### src/rtl/apb_uart_if.sv
// APB slave port bundle for the UART.
// The bridge drives the request side, the UART returns data, ready and error.
interface apb_uart_if;
    logic        PSEL;
    logic        PENABLE;
    logic        PWRITE;
    logic [31:0] PADDR;
    logic [31:0] PWDATA;
    logic [31:0] PRDATA;
    logic        PREADY;
    logic        PSLVERR;

    modport master (
        output PSEL, PENABLE, PWRITE, PADDR, PWDATA,
        input  PRDATA, PREADY, PSLVERR
    );

    modport slave (
        input  PSEL, PENABLE, PWRITE, PADDR, PWDATA,
        output PRDATA, PREADY, PSLVERR
    );
endinterface

### src/rtl/apb_uart.sv
// APB UART: 8-N-1 transmitter with FIFO, receiver with holding register,
// programmable baud divisor and level interrupt.
module apb_uart #(
    parameter int          FIFO_DEPTH  = 8,
    parameter logic [15:0] DEFAULT_DIV = 16'd434
) (
    input  logic       ACLK,
    input  logic       ARESETn,
    apb_uart_if.slave  apb,
    output logic       uart_txd,
    input  logic       uart_rxd,
    output logic       irq
);
    localparam int AW = $clog2(FIFO_DEPTH);
    localparam logic [AW:0] FULL_CNT = (AW+1)'(FIFO_DEPTH);

    typedef enum logic [1:0] {TX_IDLE, TX_START, TX_DATA, TX_STOP} tx_state_t;
    typedef enum logic [1:0] {RX_IDLE, RX_START, RX_DATA, RX_STOP} rx_state_t;

    logic [2:0]  addr;
    logic        access, done;
    logic [3:0]  ctrl;
    logic [15:0] baud;
    logic [31:0] rdata;
    logic        err;

    logic [7:0]    mem [FIFO_DEPTH];
    logic [AW-1:0] wr_ptr, rd_ptr;
    logic [AW:0]   count;
    logic          tx_full, tx_empty, push, tx_pop, tx_busy;

    tx_state_t   tx_state;
    logic [15:0] tx_cnt;
    logic [2:0]  tx_bit;
    logic [7:0]  tx_sh;

    rx_state_t   rx_state;
    logic [15:0] rx_cnt;
    logic [2:0]  rx_bit;
    logic [7:0]  rx_sh;
    logic [7:0]  rx_byte;
    logic        rx_s1, rx_s2, rx_prev;
    logic        rx_valid, rx_overrun, frame_err;
    logic        rx_stop_hit, rx_pop, clr_ovr, clr_fe;

    logic unused_bits;
    assign unused_bits = ^{apb.PADDR[31:5], apb.PADDR[1:0], apb.PWDATA[31:16]};

    assign addr   = apb.PADDR[4:2];
    assign access = apb.PSEL & apb.PENABLE & ~apb.PREADY;
    assign done   = apb.PSEL & apb.PENABLE & apb.PREADY;

    assign tx_full  = (count == FULL_CNT);
    assign tx_empty = (count == '0);
    assign tx_busy  = (tx_state != TX_IDLE);
    assign push     = done & apb.PWRITE & (addr == 3'd0) & ~tx_full;
    assign tx_pop   = ((tx_state == TX_IDLE) ||
                       (tx_state == TX_STOP && tx_cnt == '0)) &&
                      ctrl[0] && !tx_empty;

    assign rx_pop  = done & ~apb.PWRITE & (addr == 3'd1);
    assign clr_ovr = done & apb.PWRITE & (addr == 3'd2) & apb.PWDATA[3];
    assign clr_fe  = done & apb.PWRITE & (addr == 3'd2) & apb.PWDATA[5];
    assign rx_stop_hit = ctrl[1] && (rx_state == RX_STOP) && (rx_cnt == '0);

    always_comb begin
        rdata = '0;
        err   = 1'b0;
        case (addr)
            3'd0: err = apb.PWRITE & tx_full;
            3'd1: if (!apb.PWRITE) begin
                err   = ~rx_valid;
                rdata = rx_valid ? {24'b0, rx_byte} : '0;
            end
            3'd2: if (!apb.PWRITE)
                rdata = {26'b0, frame_err, tx_busy, rx_overrun,
                         rx_valid, tx_empty, tx_full};
            3'd3: if (!apb.PWRITE) rdata = {28'b0, ctrl};
            3'd4: if (!apb.PWRITE) rdata = {16'b0, baud};
            default: err = 1'b1;
        endcase
    end

    always_ff @(posedge ACLK or negedge ARESETn) begin
        if (!ARESETn) begin
            apb.PREADY  <= 1'b0;
            apb.PRDATA  <= '0;
            apb.PSLVERR <= 1'b0;
            ctrl        <= 4'h3;
            baud        <= DEFAULT_DIV;
            irq         <= 1'b0;
        end else begin
            apb.PREADY  <= access;
            apb.PRDATA  <= access ? rdata : '0;
            apb.PSLVERR <= access & err;
            if (done && apb.PWRITE && addr == 3'd3)
                ctrl <= apb.PWDATA[3:0];
            // Divisors below 4 would break the half-bit RX re-check
            if (done && apb.PWRITE && addr == 3'd4)
                baud <= (apb.PWDATA[15:0] < 16'd4) ? 16'd4 : apb.PWDATA[15:0];
            irq <= (rx_valid & ctrl[2]) | (tx_empty & ctrl[3] & ~tx_busy);
        end
    end

    always_ff @(posedge ACLK) begin
        if (push) mem[wr_ptr] <= apb.PWDATA[7:0];
    end

    always_ff @(posedge ACLK or negedge ARESETn) begin
        if (!ARESETn) begin
            wr_ptr <= '0;
            rd_ptr <= '0;
            count  <= '0;
        end else begin
            if (push)   wr_ptr <= wr_ptr + 1'b1;
            if (tx_pop) rd_ptr <= rd_ptr + 1'b1;
            case ({push, tx_pop})
                2'b10:   count <= count + 1'b1;
                2'b01:   count <= count - 1'b1;
                default: count <= count;
            endcase
        end
    end

    always_ff @(posedge ACLK or negedge ARESETn) begin
        if (!ARESETn) begin
            tx_state <= TX_IDLE;
            tx_cnt   <= '0;
            tx_bit   <= '0;
            tx_sh    <= '0;
            uart_txd <= 1'b1;
        end else begin
            unique case (tx_state)
                TX_IDLE: if (tx_pop) begin
                    tx_state <= TX_START;
                    tx_sh    <= mem[rd_ptr];
                    uart_txd <= 1'b0;
                    tx_cnt   <= baud - 16'd1;
                end
                TX_START: if (tx_cnt != '0) begin
                    tx_cnt <= tx_cnt - 16'd1;
                end else begin
                    tx_state <= TX_DATA;
                    uart_txd <= tx_sh[0];
                    tx_sh    <= tx_sh >> 1;
                    tx_bit   <= '0;
                    tx_cnt   <= baud - 16'd1;
                end
                TX_DATA: if (tx_cnt != '0) begin
                    tx_cnt <= tx_cnt - 16'd1;
                end else begin
                    tx_cnt <= baud - 16'd1;
                    if (tx_bit == 3'd7) begin
                        tx_state <= TX_STOP;
                        uart_txd <= 1'b1;
                    end else begin
                        tx_bit   <= tx_bit + 3'd1;
                        uart_txd <= tx_sh[0];
                        tx_sh    <= tx_sh >> 1;
                    end
                end
                TX_STOP: if (tx_cnt != '0) begin
                    tx_cnt <= tx_cnt - 16'd1;
                end else if (tx_pop) begin
                    tx_state <= TX_START;
                    tx_sh    <= mem[rd_ptr];
                    uart_txd <= 1'b0;
                    tx_cnt   <= baud - 16'd1;
                end else begin
                    tx_state <= TX_IDLE;
                    uart_txd <= 1'b1;
                end
            endcase
        end
    end

    always_ff @(posedge ACLK or negedge ARESETn) begin
        if (!ARESETn) begin
            rx_s1   <= 1'b1;
            rx_s2   <= 1'b1;
            rx_prev <= 1'b1;
        end else begin
            rx_s1   <= uart_rxd;
            rx_s2   <= rx_s1;
            rx_prev <= rx_s2;
        end
    end

    always_ff @(posedge ACLK or negedge ARESETn) begin
        if (!ARESETn) begin
            rx_state <= RX_IDLE;
            rx_cnt   <= '0;
            rx_bit   <= '0;
            rx_sh    <= '0;
        end else if (!ctrl[1]) begin
            rx_state <= RX_IDLE;
        end else begin
            unique case (rx_state)
                RX_IDLE: if (rx_prev && !rx_s2) begin
                    rx_state <= RX_START;
                    rx_cnt   <= {1'b0, baud[15:1]} - 16'd1;
                end
                RX_START: if (rx_cnt != '0) begin
                    rx_cnt <= rx_cnt - 16'd1;
                end else if (rx_s2) begin
                    rx_state <= RX_IDLE;
                end else begin
                    rx_state <= RX_DATA;
                    rx_bit   <= '0;
                    rx_cnt   <= baud - 16'd1;
                end
                RX_DATA: if (rx_cnt != '0) begin
                    rx_cnt <= rx_cnt - 16'd1;
                end else begin
                    rx_sh  <= {rx_s2, rx_sh[7:1]};
                    rx_cnt <= baud - 16'd1;
                    if (rx_bit == 3'd7) rx_state <= RX_STOP;
                    else rx_bit <= rx_bit + 3'd1;
                end
                RX_STOP: if (rx_cnt != '0) begin
                    rx_cnt <= rx_cnt - 16'd1;
                end else begin
                    rx_state <= RX_IDLE;
                end
            endcase
        end
    end

    // A new byte load takes priority over a same-cycle RXDATA pop
    always_ff @(posedge ACLK or negedge ARESETn) begin
        if (!ARESETn) begin
            rx_byte    <= '0;
            rx_valid   <= 1'b0;
            rx_overrun <= 1'b0;
            frame_err  <= 1'b0;
        end else begin
            if (rx_stop_hit && !rx_valid) begin
                rx_byte  <= rx_sh;
                rx_valid <= 1'b1;
            end else if (rx_pop) begin
                rx_valid <= 1'b0;
            end
            if (rx_stop_hit && rx_valid) rx_overrun <= 1'b1;
            else if (clr_ovr)            rx_overrun <= 1'b0;
            if (rx_stop_hit && !rx_s2)   frame_err <= 1'b1;
            else if (clr_fe)             frame_err <= 1'b0;
        end
    end
endmodule

### src/flat_wrapper.sv
// flat-port wrapper written by rule: the top's interface ports become plain ports
module apb_uart_flat 
#(
    parameter int          FIFO_DEPTH  = 8,
    parameter logic [15:0] DEFAULT_DIV = 16'd434
)
  (ACLK, ARESETn, uart_txd, uart_rxd, irq, apb_PSEL, apb_PENABLE, apb_PWRITE, apb_PADDR, apb_PWDATA, apb_PRDATA, apb_PREADY, apb_PSLVERR);
  apb_uart_if apb_i ();
  input  logic ACLK;
  input  logic ARESETn;
  output logic uart_txd;
  input  logic uart_rxd;
  output logic irq;
  input wire logic [$bits(apb_i.PSEL)-1:0] apb_PSEL;
  input wire logic [$bits(apb_i.PENABLE)-1:0] apb_PENABLE;
  input wire logic [$bits(apb_i.PWRITE)-1:0] apb_PWRITE;
  input wire logic [$bits(apb_i.PADDR)-1:0] apb_PADDR;
  input wire logic [$bits(apb_i.PWDATA)-1:0] apb_PWDATA;
  output wire logic [$bits(apb_i.PRDATA)-1:0] apb_PRDATA;
  output wire logic [$bits(apb_i.PREADY)-1:0] apb_PREADY;
  output wire logic [$bits(apb_i.PSLVERR)-1:0] apb_PSLVERR;
  assign apb_i.PSEL = apb_PSEL;
  assign apb_i.PENABLE = apb_PENABLE;
  assign apb_i.PWRITE = apb_PWRITE;
  assign apb_i.PADDR = apb_PADDR;
  assign apb_i.PWDATA = apb_PWDATA;
  assign apb_PRDATA = apb_i.PRDATA;
  assign apb_PREADY = apb_i.PREADY;
  assign apb_PSLVERR = apb_i.PSLVERR;
  apb_uart #(.FIFO_DEPTH(FIFO_DEPTH), .DEFAULT_DIV(DEFAULT_DIV)) u_core (.ACLK(ACLK), .ARESETn(ARESETn), .apb(apb_i), .uart_txd(uart_txd), .uart_rxd(uart_rxd), .irq(irq));
endmodule
### config.mk
export PLATFORM = sky130hd
export DESIGN_NAME = apb_uart_flat
export DESIGN_NICKNAME = d
export VERILOG_FILES = /design/src/rtl/apb_uart_if.sv /design/src/rtl/apb_uart.sv /design/src/flat_wrapper.sv
export SDC_FILE = /design/constraint.sdc
export NUM_CORES = 1
export LEC_CHECK = 0
export BUFFER_PORTS_ARGS = -buffer_cell sky130_fd_sc_hd__buf_2
export CAP_MARGIN = 20
export CORE_MARGIN = 1.5
export CORE_UTILIZATION = 35
export CTS_CLUSTER_DIAMETER = 40
export DETAILED_ROUTE_END_ITERATION = 6
export SYNTH_ARGS = -nofsm -noshare
export SYNTH_HDL_FRONTEND = slang
export SYNTH_SLANG_ARGS = --single-unit
### constraint.sdc
create_clock -name ACLK -period 5.1 [get_ports ACLK]
set_input_delay 0.255 -clock ACLK [delete_from_list [all_inputs] [get_ports ACLK]]
set_output_delay 0.255 -clock ACLK [all_outputs]
set_load 0.02 [all_outputs]
==> metrics.txt, run 1 <==
synthesized flop and latch total=186; Slew HR=38.2%; Power Density=486 nW/um^2; most frequent cells in the layout=dfrtp_1, nand2_1, edfxtp_1; setup violators final=0; WP data arrival=3.47 ns; Antenna diodes=0; CP peak stage delay=0.66 ns; placed cell areas=10400 um^2; RSZ-0062 raised after global routing=no; Clk pwr share=25.5%; final hold vios=0; Critical Path Stages=6; Pre-antenna DRT Iters=5; Max Freq=0.312 GHz; worst r2r src=u_core.tx_cnt[8]; # rows=61; design area=11100 um^2; Buf+Inv Stages, Crit Path=0; outcome=completed; DR vias/cell=5.32; total setup buffers inserted after CTS=0; die area=29200 um^2; Main synth FF type=dfrtp_1; DR DRC count=0; Die Ht=171 um; DRT iter0 DRCs=524; Post-Syn Area=9860 um^2; CTS tree=done; initial core utilization=35.5%; startpoint types=register; Async SR Flop Fraction=65.6%; Static Leak=4.57 nW; Die W=171 um; gr usage total=16.4%; quantity of I/O buffers inserted on ports=44; fin. max-slew vios=0; Slowest cell on crit path=nor3_2; antenna-violating nets left=0; critical setup path kind=register to register; TritonCTS buffer count=17; HP Class=input port to register; IO Pins=106; post-route insts no fill=1300; Root Buffer=clkbuf_16; switching power=2.07 mW; CTS sink count=186; post-cts hold buffer count=2; Placed Cells=1266; min Tclk post-route=3.20 ns; commonest non-fill, non-tap cell in the layout=dfrtp_1; first-pass GRT wire length=37.0 mm; Internal Power=3.30 mW; Yosys warnings=0; period utilization=62.8%; fill cell total of the finished layout=2710; total grt overflow=0; Layout Nets=1005; Net Sw Frac=38.6%; worst path required time=5.37 ns; P&R area growth vs syn=12.2%; r2r setup slk=1.90 ns; start point of the worst hold path=apb_PWDATA[12]; Worst Path Max Fanout=13; reg2reg path depth=6; WHS Path Cells=2; number of synthesized flops with an enable pin=64; setup TNS=0 ns; Vias=6918; routed len/inst=17.9 um; Max Root-Sink Buffers=2; sequential group share of total power=36.9%; vias in the first global route=6661; sequential area share after synthesis=50.6%; combinational cell fraction of total power=37.6%; core area=27800 um^2; share of layout cells above drive strength 1=18.9%; end of the worst hold path=u_core.baud[12]; critical-path cell list=or4_1 -> or3_1 -> nor3_2 -> nor2_1 -> o21ai_1 -> o32ai_1; Setup crit end kind=register; largest net degree at the start of global routing=72; cts repair resizes=0; Max-Cap Viols=0; WL final=23.3 mm; RR Endpoint=u_core.tx_cnt[13]; antenna violations before repair=0; Distinct cells, synth=71; H-tree depth=4; Mapped Avg Cell Area=11.2 um^2; Max VDD drop=0.269 mV; Largest delay share family, worst path=simple AND/OR/NAND/NOR gates; Layout Skew=0.0179 ns; Clk Latency, worst-skew pair=0.44 ns; CTS clk-pin slew, worst paths=0.08 ns; hpwl dp=16.2 mm; Cells after Synth=879; RePlAce Congestion=0.836; worst-margin pin slew=0.926 ns
## area by class of cell
cell class	instances	area, um^2	area share [%]
well taps	378	473	4.28
inverters	22	82.6	0.747
repair buffers	62	383	3.46
multi-input cells	620	4510	40.8
clock inverters	15	198	1.79
flip-flops and latches	186	4990	45.1
clock buffers	17	425	3.85
## state kept, by name, indices dropped and copies added (netlist names), 4 cells and up
register and flops:
u_core.tx_cnt 16, u_core.rx_cnt 16, u_core.rx_byte 8, u_core.tx_sh 8, u_core.apb.PRDATA 16, u_core.baud 16
u_core.count 4, u_core.ctrl 4, u_core.rx_sh 8, u_core.mem 64
## synthesized netlist by cell type, types with 8 or more instances
library cell  instances  area [um^2]
inv_1                21         78.8
xnor2_1              22          193
buf_4                17          128
mux4_2               16          360
dfrtp_1             111         2780
nand3_1              14         70.1
o21ai_0              43          215
or4_1                 9         67.6
clkbuf_1             34          128
ha_1                 26          325
edfxtp_1             64         1920
nor3_1               27          135
o22ai_1              12         75.1
nand2_1              68          255
nand4_1               8         50.1
mux2i_1              27          270
buf_2                 8         40.0
xor2_1               30          263
nor2_1               58          218
mux2_2               43          484
a211oi_1              9         67.6
and3_1                8         50.1
nor4_1               17          106
nand2b_1             11         68.8
a22o_1               14          123
a21oi_1              29          145
dfstp_2              11          289
## per-stage QoR
stage | power, mW | setup slack [ns] | hold slack, ns | utilization [%]
6_report | 5.37 | 1.90 | 0.0740 | 39.8
5_1_grt | 5.71 | 1.64 | 0.0766 | 39.8
4_1_cts | 5.39 | 1.88 | 0.0637 | 39.8
3_5_place_dp | 4.00 | 1.90 | 0.358 | 37.5
3_3_place_gp | 3.95 | 1.91 | 0.352 | 37.4
2_1_floorplan | 3.52 | 2.07 | -0.0406 | -
## cell families (layout without fill, tap and decap cells)
group	Yosys count	after routing	synth area share, %
compound gates	173	173	11.8
buf+inv	88	116	4.25
fa+ha+maj	26	26	3.30
simple gates	266	266	13.9
xor+xnor	52	52	4.62
mux	87	87	11.5
other cells	1	16	0.0380
flops	186	186	50.6
## layer usage
layer	share of wire [%]	vias to the layer above	track usage, %
met4	1.6	0	5.34
met1	47	3432	22.8
li1	-	3290	-
met2	48	168	26.7
met3	3.7	28	1.97
met5	0	-	0
## how the worst max path moves through the flow
| stage | slack [ns] | from | to |
|---|---|---|---|
| global placement | 1.91 | u_core.tx_cnt[9] | u_core.tx_cnt[14] |
| floorplan | 2.07 | u_core.tx_cnt[9] | u_core.count[2] |
| finish | 1.90 | u_core.tx_cnt[8] | u_core.tx_cnt[13] |
| detailed placement | 1.90 | u_core.tx_cnt[9] | u_core.tx_cnt[10] |
| global route | 1.64 | u_core.tx_cnt[8] | u_core.tx_cnt[10] |
| CTS | 1.88 | u_core.tx_cnt[9] | u_core.tx_cnt[13] |
## power groups by stage
stage | sequential [mW] | clock, mW | combinational, mW
after global placement | 2.02 | 0 | 1.93
after global routing | 2.01 | 1.46 | 2.24
after CTS | 1.98 | 1.40 | 2.01
after floorplan | 1.93 | 0 | 1.59
final | 1.98 | 1.37 | 2.02
after detailed placement | 2.01 | 0 | 2.00
Power figures use the tool's default switching activity.
==> run 2, diff against run 1 <==
==> constraint.sdc (replaced) <==
create_clock -name ACLK -period 2.83 [get_ports ACLK]
set_input_delay 0.1415 -clock ACLK [delete_from_list [all_inputs] [get_ports ACLK]]
set_output_delay 0.1415 -clock ACLK [all_outputs]
set_load 0.02 [all_outputs]
==> metrics.txt, run 2 (synthesis results as in run 1) <==
final hold vios=0 (unchanged); total grt overflow=0 (unchanged); reg2reg path depth=10 (+4); P&R area growth vs syn=17.4%; Max VDD drop=0.481 mV (+79%); Net Sw Frac=38.8% (+0.26 points); gr usage total=17.2% (+0.78 points); max FFs per register=64 (unchanged); RR Endpoint=u_core.rx_cnt[7]; Internal Power=6.22 mW (+89%); commonest non-fill, non-tap cell in the layout=dfrtp_1; HP Class=input port to register; Largest Register=u_core.mem; WP data arrival=3.07 ns (-0.40 ns); Worst Path Max Fanout=11 (-2); start point of the worst hold path=apb_PWDATA[1]; sequential group share of total power=34.4% (-2.5 points); largest net degree at the start of global routing=52 (-28%); Slowest cell on crit path=or4_4; RePlAce Congestion=0.899 (+7.5%); critical-path cell list=inv_2 -> ha_1 -> or3b_4 -> or4_4 -> buf_12 -> o211ai_1 -> buf_4 -> buf_2 -> a21oi_1 -> o22ai_1; Layout Nets=1066 (+6.1%); CTS clk-pin slew, worst paths=0.08 ns (about the same); period utilization=95.7% (+33 points); startpoint types=register; outcome=completed; r2r setup slk=0.12 ns (-1.77 ns); IO Pins=106 (unchanged); die area=29200 um^2 (unchanged); Max Root-Sink Buffers=2 (unchanged); worst-margin pin slew=0.948 ns (+0.0212 ns); first-pass GRT wire length=38.6 mm (+4.3%); end of the worst hold path=u_core.ctrl[1]; WL final=24.1 mm (+3.4%); Power Density=878 nW/um^2 (+81%); Clk pwr share=24.5% (-1.0 points); DRT iter0 DRCs=491 (-6.3%); fin. max-slew vios=0 (unchanged); Root Buffer=clkbuf_16; H-tree depth=4 (unchanged); routed len/inst=17.7 um (-1.2%); Layout Skew=0.0180 ns (+0.0000306 ns); setup violators final=0 (unchanged); Die Ht=171 um (unchanged); area of the multi-input gates=4560 um^2 (+1.0%); quantity of I/O buffers inserted on ports=44 (unchanged); min Tclk post-route=2.71 ns (-0.497 ns); # rows=61 (unchanged); critical setup path kind=register to register; core area=27800 um^2 (unchanged); worst r2r src=u_core.rx_cnt[0]; Max Freq=0.369 GHz (+18%); worst path required time=3.20 ns (-2.17 ns); Die W=171 um (unchanged); WHS Path Cells=3 (+1); final core occ=41.7% (+1.9 points); hpwl dp=17.1 mm (+5.7%); CTS tree=done; share of layout cells above drive strength 1=24.0% (+5.1 points); fill cell total of the finished layout=2700 (-0.37%); vias in the first global route=6976 (+4.7%); combinational cell fraction of total power=41.2% (+3.6 points); DR vias/cell=5.24 (-1.5%); Clk Latency, worst-skew pair=0.45 ns (about the same); antenna violations before repair=0 (unchanged); antenna-violating nets left=0 (unchanged); Static Leak=4.87 nW (+6.7%); initial core utilization=35.5% (unchanged); Slew HR=35.9% (-2.3 points); Vias=7133 (+3.1%); switching power=3.95 mW (+91%); CTS sink count=186 (unchanged); register area=4990 um^2 (unchanged); Antenna diodes=0 (unchanged); DR DRC count=0 (unchanged); TritonCTS buffer count=17 (unchanged); RSZ-0062 raised after global routing=yes; CP peak stage delay=0.61 ns (-0.05 ns); most frequent cells in the layout=dfrtp_1, buf_4, nand2_1; setup TNS=0 ns (unchanged); Pre-antenna DRT Iters=5 (unchanged); Max-Cap Viols=0 (unchanged); Setup crit end kind=register
## run 2: cell count changes in the layout (fill, tap and decap cells not counted), sizes merged
cell         delta
dlygate4sd3     +6
bufinv          -1
buf            +55
clkinv          +1
## run 2: power by group through the flow
stage	logic, mW	registers (mW)	clock network (mW)
floorplan	2.89	3.48	0
global placement	3.98	3.53	0
global route	4.67	3.55	2.64
finish	4.19	3.50	2.49
CTS	4.08	3.49	2.54
detailed placement	4.06	3.54	0
## run 2: what timing repair did
action / in CTS / in global routing
endpoints found under the hold margin: 53 / 0
hold buffers: 8 / 0
gates resized for setup: 0 / 8
setup endpoints to repair: 0 / 25
setup buffers: 0 / 3
## run 2: per-stage QoR
stage	cells	worst slack [ns]	hold slack (ns)	area (um^2)	power, mW
2_1_floorplan	894	0.00428	-0.154	9940	6.37
3_3_place_gp	1317	0.118	0.243	10800	7.51
3_5_place_dp	1317	0.0658	0.240	10800	7.60
4_1_cts	1357	0.0490	0.00554	11500	10.1
5_1_grt	1361	-0.00381	0.0167	11600	10.9
6_report	1361	0.122	0.00529	11600	10.2
## run 2: worst max path at each step
stage	start	depth (start not counted)	slack, ns	to
final	u_core.rx_cnt[0]	10	0.12	u_core.rx_cnt[7]
after global routing	u_core.rx_cnt[0]	10	-0.004	u_core.rx_cnt[9]
after CTS	u_core.tx_cnt[9]	8	0.05	u_core.tx_sh[6]
after detailed placement	u_core.tx_cnt[9]	8	0.07	u_core.tx_sh[6]
after global placement	u_core.rx_cnt[1]	9	0.12	u_core.rx_cnt[13]
after floorplan	u_core.tx_cnt[9]	12	0.004	u_core.count[2]
## run 2: area by class of cell
| class | instances | area share (%) |
|---|---|---|
| multi-input combinational | 620 | 39.4 |
| tap | 378 | 4.08 |
| sequential | 186 | 43.1 |
| timing repair buffer | 123 | 7.34 |
| clock inverter | 15 | 1.76 |
| inverter | 22 | 0.713 |
| clock buffer | 17 | 3.67 |
## run 2: critical path: cells and delay by family (launching register included)
kind	cells	cell delay, ns
buffers and inverters	4	0.67
and+or+nand+nor	2	1.02
DFF	1	0.39
adders and majority gates	1	0.15
AOI/OAI and AO/OA	3	0.38
## run 2: per-layer routing
layer	share of wire, %	wire, um	global-route usage [%]
met5	0	0	0
met3	3.3	787	2.96
met2	47	11300	27.5
met4	1.8	439	5.68
met1	48	11500	23.6
